==> src/rtl/video_pkg.sv <==
// Shared types and constants for the video capture sink.
// Pixel, coordinate and BRAM address widths plus error flag bit positions.
package video_pkg;

  localparam int COORDW = 13;
  localparam int ADDRW  = 17;
  localparam int PIXW   = 24;

  typedef logic [PIXW-1:0]   pixel_t;
  typedef logic [COORDW-1:0] coord_t;
  typedef logic [ADDRW-1:0]  addr_t;

  localparam int ERR_EOL_EARLY = 0;
  localparam int ERR_EOL_LATE  = 1;
  localparam int ERR_SOF_MID   = 2;

  typedef enum logic [1:0] {
    ST_IDLE,
    ST_WAIT_SOF,
    ST_CAPTURE,
    ST_DONE
  } cap_state_t;

endpackage

==> src/rtl/video_pos_tracker.sv <==
// Tracks the x/y raster position of each accepted beat and raises sticky line/frame
// protocol errors while a capture is in progress.
module video_pos_tracker
  import video_pkg::*;
#(
  parameter int SCRW = 1280
) (
  input  logic       clk,
  input  logic       rst,
  input  logic       beat,
  input  logic       tuser,
  input  logic       tlast,
  input  logic       in_wait,
  input  logic       in_capture,
  input  logic       clr_err,
  output coord_t     cur_x,
  output coord_t     cur_y,
  output logic       pix_ok,
  output logic       sof,
  output logic       eol,
  output logic [2:0] err
);

  localparam coord_t X_LAST = coord_t'(SCRW - 1);
  localparam coord_t X_SAT  = coord_t'(SCRW);

  coord_t     x_q, y_q, x_d, y_d;
  logic [2:0] err_q, err_set;
  logic       chk_en;

  always_comb begin
    sof    = beat & tuser;
    eol    = beat & tlast;
    // an SOF beat is always treated as pixel (0,0), whatever came before it
    cur_x  = sof ? '0 : x_q;
    cur_y  = sof ? '0 : y_q;
    pix_ok = beat & (cur_x < X_SAT);
    chk_en = in_capture | (in_wait & sof);
    x_d    = x_q;
    y_d    = y_q;
    if (beat) begin
      if (tlast) begin
        x_d = '0;
        y_d = cur_y + 1'b1;
      end else begin
        x_d = pix_ok ? cur_x + 1'b1 : cur_x;
        y_d = cur_y;
      end
    end
    err_set                = '0;
    err_set[ERR_SOF_MID]   = sof & in_capture & ((x_q != '0) | (y_q != '0));
    err_set[ERR_EOL_EARLY] = chk_en & eol & (cur_x < X_LAST);
    err_set[ERR_EOL_LATE]  = chk_en & beat & (cur_x == X_SAT);
  end

  always_ff @(posedge clk or negedge rst) begin
    if (!rst) begin
      x_q   <= '0;
      y_q   <= '0;
      err_q <= '0;
    end else begin
      x_q   <= x_d;
      y_q   <= y_d;
      err_q <= clr_err ? '0 : (err_q | err_set);
    end
  end

  assign err = err_q;

endmodule

==> src/rtl/video_capture.sv <==
// AXI4-Stream video sink: writes one rectangular window of one armed frame into a BRAM.
// state       | meaning
// ST_IDLE     | not armed, stream is accepted and discarded
// ST_WAIT_SOF | armed, discarding until a beat with tuser
// ST_CAPTURE  | writing in-window pixels of the current frame
// ST_DONE     | frame captured, done held until the next arm
module video_capture
  import video_pkg::*;
#(
  parameter int DATAW = 32,
  parameter int SCRW  = 1280,
  parameter int SCRH  = 720,
  parameter int IMGW  = 320,
  parameter int IMGH  = 240
) (
  input  logic             clk,
  input  logic             rst,
  input  logic             arm,
  input  logic [12:0]      win_x,
  input  logic [12:0]      win_y,
  input  logic [DATAW-1:0] s_axis_tdata,
  input  logic             s_axis_tvalid,
  output logic             s_axis_tready,
  input  logic             s_axis_tuser,
  input  logic             s_axis_tlast,
  output logic             bram_en_o,
  output logic             bram_we_o,
  output logic [16:0]      bram_addr_o,
  output logic [23:0]      bram_data_o,
  output logic             busy,
  output logic             done,
  output logic [15:0]      frame_cnt,
  output logic [2:0]       err
);

  if (DATAW < PIXW) begin : g_bad_dataw
    $error("video_capture: DATAW must be >= 24");
  end
  if (IMGW * IMGH > 131072) begin : g_bad_img
    $error("video_capture: IMGW*IMGH must be <= 131072");
  end
  if (DATAW > PIXW) begin : g_unused_tdata
    logic unused_tdata;
    assign unused_tdata = ^s_axis_tdata[DATAW-1:PIXW];
  end

  localparam logic [COORDW:0] IMGW_C   = (COORDW+1)'(IMGW);
  localparam logic [COORDW:0] IMGH_C   = (COORDW+1)'(IMGH);
  localparam coord_t          Y_LAST   = coord_t'(SCRH - 1);
  localparam addr_t           ROW_STEP = addr_t'(IMGW);

  cap_state_t state_q, state_d;
  logic       tready_q, beat;
  coord_t     wx_q, wy_q, cur_x, cur_y;
  addr_t      row_base_q, row_base_d, rb_cur, addr_q;
  pixel_t     data_q;
  logic       pix_ok, sof, eol, cap, in_row, in_col, wr, last, arm_ok;
  logic       we_q, done_q;
  logic [15:0] cnt_q;

  assign beat = s_axis_tvalid & tready_q;

  video_pos_tracker #(.SCRW(SCRW)) u_pos (
    .clk        (clk),
    .rst        (rst),
    .beat       (beat),
    .tuser      (s_axis_tuser),
    .tlast      (s_axis_tlast),
    .in_wait    (state_q == ST_WAIT_SOF),
    .in_capture (state_q == ST_CAPTURE),
    .clr_err    (arm_ok),
    .cur_x      (cur_x),
    .cur_y      (cur_y),
    .pix_ok     (pix_ok),
    .sof        (sof),
    .eol        (eol),
    .err        (err)
  );

  always_comb begin
    cap    = (state_q == ST_CAPTURE) | ((state_q == ST_WAIT_SOF) & sof);
    rb_cur = sof ? '0 : row_base_q;
    in_row = (cur_y >= wy_q) && ({1'b0, cur_y} < ({1'b0, wy_q} + IMGH_C));
    in_col = pix_ok && (cur_x >= wx_q) && ({1'b0, cur_x} < ({1'b0, wx_q} + IMGW_C));
    wr     = cap & in_row & in_col;
    last   = cap & eol & (cur_y == Y_LAST);
    arm_ok = 1'b0;
    state_d = state_q;
    case (state_q)
      ST_IDLE, ST_DONE: begin
        if (arm) begin
          arm_ok  = 1'b1;
          state_d = ST_WAIT_SOF;
        end
      end
      ST_WAIT_SOF: if (sof) state_d = last ? ST_DONE : ST_CAPTURE;
      ST_CAPTURE:  if (last) state_d = ST_DONE;
      default:     state_d = ST_IDLE;
    endcase
    row_base_d = row_base_q;
    if (arm_ok) row_base_d = '0;
    else if (cap) row_base_d = (eol & in_row) ? rb_cur + ROW_STEP : rb_cur;
  end

  always_ff @(posedge clk or negedge rst) begin
    if (!rst) begin
      state_q    <= ST_IDLE;
      tready_q   <= 1'b0;
      wx_q       <= '0;
      wy_q       <= '0;
      row_base_q <= '0;
      we_q       <= 1'b0;
      addr_q     <= '0;
      data_q     <= '0;
      done_q     <= 1'b0;
      cnt_q      <= '0;
    end else begin
      state_q    <= state_d;
      tready_q   <= 1'b1;
      row_base_q <= row_base_d;
      we_q       <= wr;
      if (arm_ok) begin
        wx_q   <= win_x;
        wy_q   <= win_y;
        done_q <= 1'b0;
      end
      if (wr) begin
        addr_q <= rb_cur + addr_t'(cur_x - wx_q);
        data_q <= s_axis_tdata[PIXW-1:0];
      end
      if (last) begin
        done_q <= 1'b1;
        cnt_q  <= cnt_q + 1'b1;
      end
    end
  end

  assign s_axis_tready = tready_q;
  assign bram_en_o     = we_q;
  assign bram_we_o     = we_q;
  assign bram_addr_o   = addr_q;
  assign bram_data_o   = data_q;
  assign busy          = (state_q == ST_WAIT_SOF) | (state_q == ST_CAPTURE);
  assign done          = done_q;
  assign frame_cnt     = cnt_q;

endmodule

==> config.mk <==
export PLATFORM = sky130hd
export DESIGN_NAME = video_capture
export DESIGN_NICKNAME = d
export VERILOG_FILES = /design/src/rtl/video_pkg.sv /design/src/rtl/video_pos_tracker.sv /design/src/rtl/video_capture.sv
export SDC_FILE = /design/constraint.sdc
export NUM_CORES = 1
export LEC_CHECK = 0
export ABC_CLOCK_PERIOD_IN_PS = 6480
export CAP_MARGIN = 20
export CELL_PAD_IN_SITES_DETAIL_PLACEMENT = 2
export CELL_PAD_IN_SITES_GLOBAL_PLACEMENT = 2
export CORE_MARGIN = 5
export CORE_UTILIZATION = 35
export DETAILED_ROUTE_END_ITERATION = 16
export PLACE_DENSITY = 0.8
export SYNTH_ARGS = -nofsm -noshare
export SYNTH_HDL_FRONTEND = slang
export SYNTH_SLANG_ARGS = --single-unit
==> constraint.sdc <==
create_clock -name clk -period 6.48 [get_ports clk]
set_input_delay 1.944 -clock clk [delete_from_list [all_inputs] [get_ports clk]]
set_output_delay 1.944 -clock clk [all_outputs]
set_load 0.02 [all_outputs]
==> results.cfg <==
[cts]
clock_path_buffers = 2
clk_latency_ns = 0.44
cts_repair_resize_count = 0
cts.sinks = 134
hold_buffers = 0
clkTransAtPathRegs_ns = 0.07
cts-root-buf = clkbuf_16
cts_tree = yes
numCtsBuffers = 17
cts_max_level = 4
cts_setup_buffers = 0

[floorplanning]
initial_core_util_pct = 35.29
dieArea_um2 = 27520
die_w_um = 165.9
fp.coreArea_um2 = 24110
io_pins = 129
die_height_um = 165.9
rows = 57

[sta]
worst_pin_slew_ns = 0.9650
fin_tns_setup_ns = 0
period_share_pct = 91.52
fmax_mhz = 168.6
maxSlewHeadroom_pct = 34.76
rsz0062_at_grt = no
setup_viol = 0
fin_ws_ns = 0.5494
slew_viol_final = 0
final-hold-violation-count = 0
min_period_ns = 5.931
skew_ns = 0.01283

[drt]
wl_per_cell_um = 19.63
ant_nets = 0
drt_iter0_drc = 278
dr.pass1.iters = 4
vias = 7413
routed.top_layer = met4
drt_wl_total_um = 27030
drc = 0
wl_met1_um = 11960
viasPerCell = 5.383
wl_met2_um = 13550
wl_met3_um = 1134

[power]
max-vdd-ir-drop_mv = 0.1924
p_per_area_nw_per_um2 = 340.8
p_leak_nw = 5.081
p_total_mw = 3.677

[worst_hold_path]
hp-class = flop to flop

[worst_setup_path]
path_class = input pin to flop
worst-path-buf-inv = 2
critPathMaxFanout = 7
crit_family = compound AO/OA/AOI/OAI gates
cp.required_ns = 6.80
cp-start-kind = input pin
crit_path_frequent_cell = a21oi_1
end_kind = flop
cp_slowest_cell = clkdlybuf4s50_1
r2r_setup_slack_ns = 2.21
critPathArrivalTime_ns = 6.25
cp_cell_sequence = clkdlybuf4s50_1, buf_4, and3_1, nor2_1, ha_1, a21oi_1, o21ai_0, a311oi_2, o21bai_1, a21oi_1, nand4b_1, nand3_1, ha_1, a21o_1, a21oi_1, nor2_1, a311o_1, a41oi_1, xnor2_1, mux2_1
crit_path_max_incr_delay_ns = 0.42

[global_routing]
grt_usage_pct = 19.55
grt_pass1_wl_um = 44240
grt_max_degree = 92
antenna_found_initial = 0
grt_overflow_total = 0
grt_pass1_vias = 8171

[job]
drv_cap = 0

[layout]
diodes = 0
final_common_cell = dfrtp_1
area_delta_synth_final_pct = 26.86
seqCellArea_um2 = 3353
n_fill_cell = 2673
final_area_um2 = 10790
fin_nets = 1173
drive_gt1_share_pct = 7.502
multi_input_area_um2 = 4773
layout_common_cells = dfrtp_1, clkdlybuf4s50_1, nand2_1
final-instance-count-excl-fill = 1377

[logic_synthesis]
synth-main-ff-cell = dfrtp_1
yosysTopAreaCell = dfrtp_1
syn-cell-area_um2 = 8507
ys_types = 69
async_reset_ff_share_pct = 100.0
netlist_instances = 904
synth_edf_count = 0
ys_seq_elements = 134
yosysWarnings = 0
synth_area_leaders = dfrtp_1, ha_1, mux2_1, xnor2_1, nand2_1
syn-num-nets = 1037
synth_top_area_share_pct = 39.42
syn_avg_cell_area_um2 = 9.410
ys_seq_area_share_pct = 39.42

[place]
portBuffers = 120
dp_cells = 1345
placed_area_um2 = 10190
dp_hpwl_um = 19940
dp_slack_ns = 0.1768
gp_congestion = 0.8744

[status]
run_status = finished, final reports clean
==> metrics by stage <==
stage,util (%),hold WS [ns]
after global placement,42.26,0.4602
after detailed placement,42.26,0.4624
after global routing,44.77,0.4991
after floorplan,-,0.4442
final,44.77,0.4707
after CTS,44.77,0.4800
==> final cells by class <==
class                      count  share of cell area, %
tap                          324                  3.757
multi-input combinational    682                  44.23
timing repair buffer         149                  13.39
inverter                      56                  1.948
clock inverter                15                  1.658
sequential                   134                  31.07
clock buffer                  17                  3.942
==> path summary, 6_finish.rpt <==
| kind | end | depth (start not counted) | start |
|---|---|---|---|
| worst max-delay path | bram_addr_o[15] | 20 | s_axis_tuser |
| worst min-delay path | frame_cnt[15] | 1 | frame_cnt[15] |
| worst max register to register | bram_addr_o[15] | 18 | u_pos.x_q[2] |
| worst min register to register | frame_cnt[15] | 1 | frame_cnt[15] |
| max in group asynchronous | bram_en_o | 2 | rst |
| min in group asynchronous | wy_q[3] | 1 | rst |
==> routing by layer <==
layer	vias up	track usage [%]
li1	3486	-
met1	3715	24.67
met2	182	34.45
met3	30	3.642
met4	0	5.237
met5	-	0
==> where the power goes <==
part           switching [mW]  internal [mW]
combinational           0.981          0.632
clock                   0.444          0.584
sequential             0.0912          0.946
total                    1.52           2.16
==> logic make-up (layout without fill, tap and decap cells) <==
logic type / Yosys count / count (layout) / share of synthesized area (%)
XOR/XNOR: 62 / 62 / 6.383
adder cells (fa/ha/maj): 69 / 69 / 10.33
AO/OA/AOI/OAI: 195 / 195 / 14.63
buffers and inverters: 88 / 237 / 4.501
other: 1 / 1 / 0.04408
AND/OR/NAND/NOR: 315 / 315 / 19.43
flip-flops: 134 / 134 / 39.42
multiplexers: 40 / 40 / 5.265
==> sequential cells by signal (all words and copies together), names as in the netlist, 2 cells and up <==
| register | flops |
|---|---|
| bram_addr_o | 17 |
| bram_data_o | 24 |
| frame_cnt | 16 |
| row_base_q | 17 |
| state_q | 2 |
| u_pos.err | 3 |
| u_pos.x_q | 13 |
| u_pos.y_q | 13 |
| wx_q | 13 |
| wy_q | 13 |
==> cells in the mapped netlist (4+ instances only) <==
master and n:
a21o_1 16, nor4_1 11, nand4_1 15, nand3_1 45
o211ai_1 6, o21a_1 7, dfrtp_1 134, nor2b_1 5
o31ai_1 5, ha_1 67, a31oi_1 12, a22o_1 4
or4_1 5, and2_1 47, xor2_1 22, nor2_1 48
nand2b_1 6, xnor2_1 40, mux2_1 35, inv_1 56
o21ai_0 53, clkbuf_1 21, a211oi_1 6, a21oi_1 52
buf_6 6, o21bai_1 6, and3_1 15, nor3_1 16
nand2_1 79, and4_1 7
Note: power is estimated with default switching activity, not from simulation.
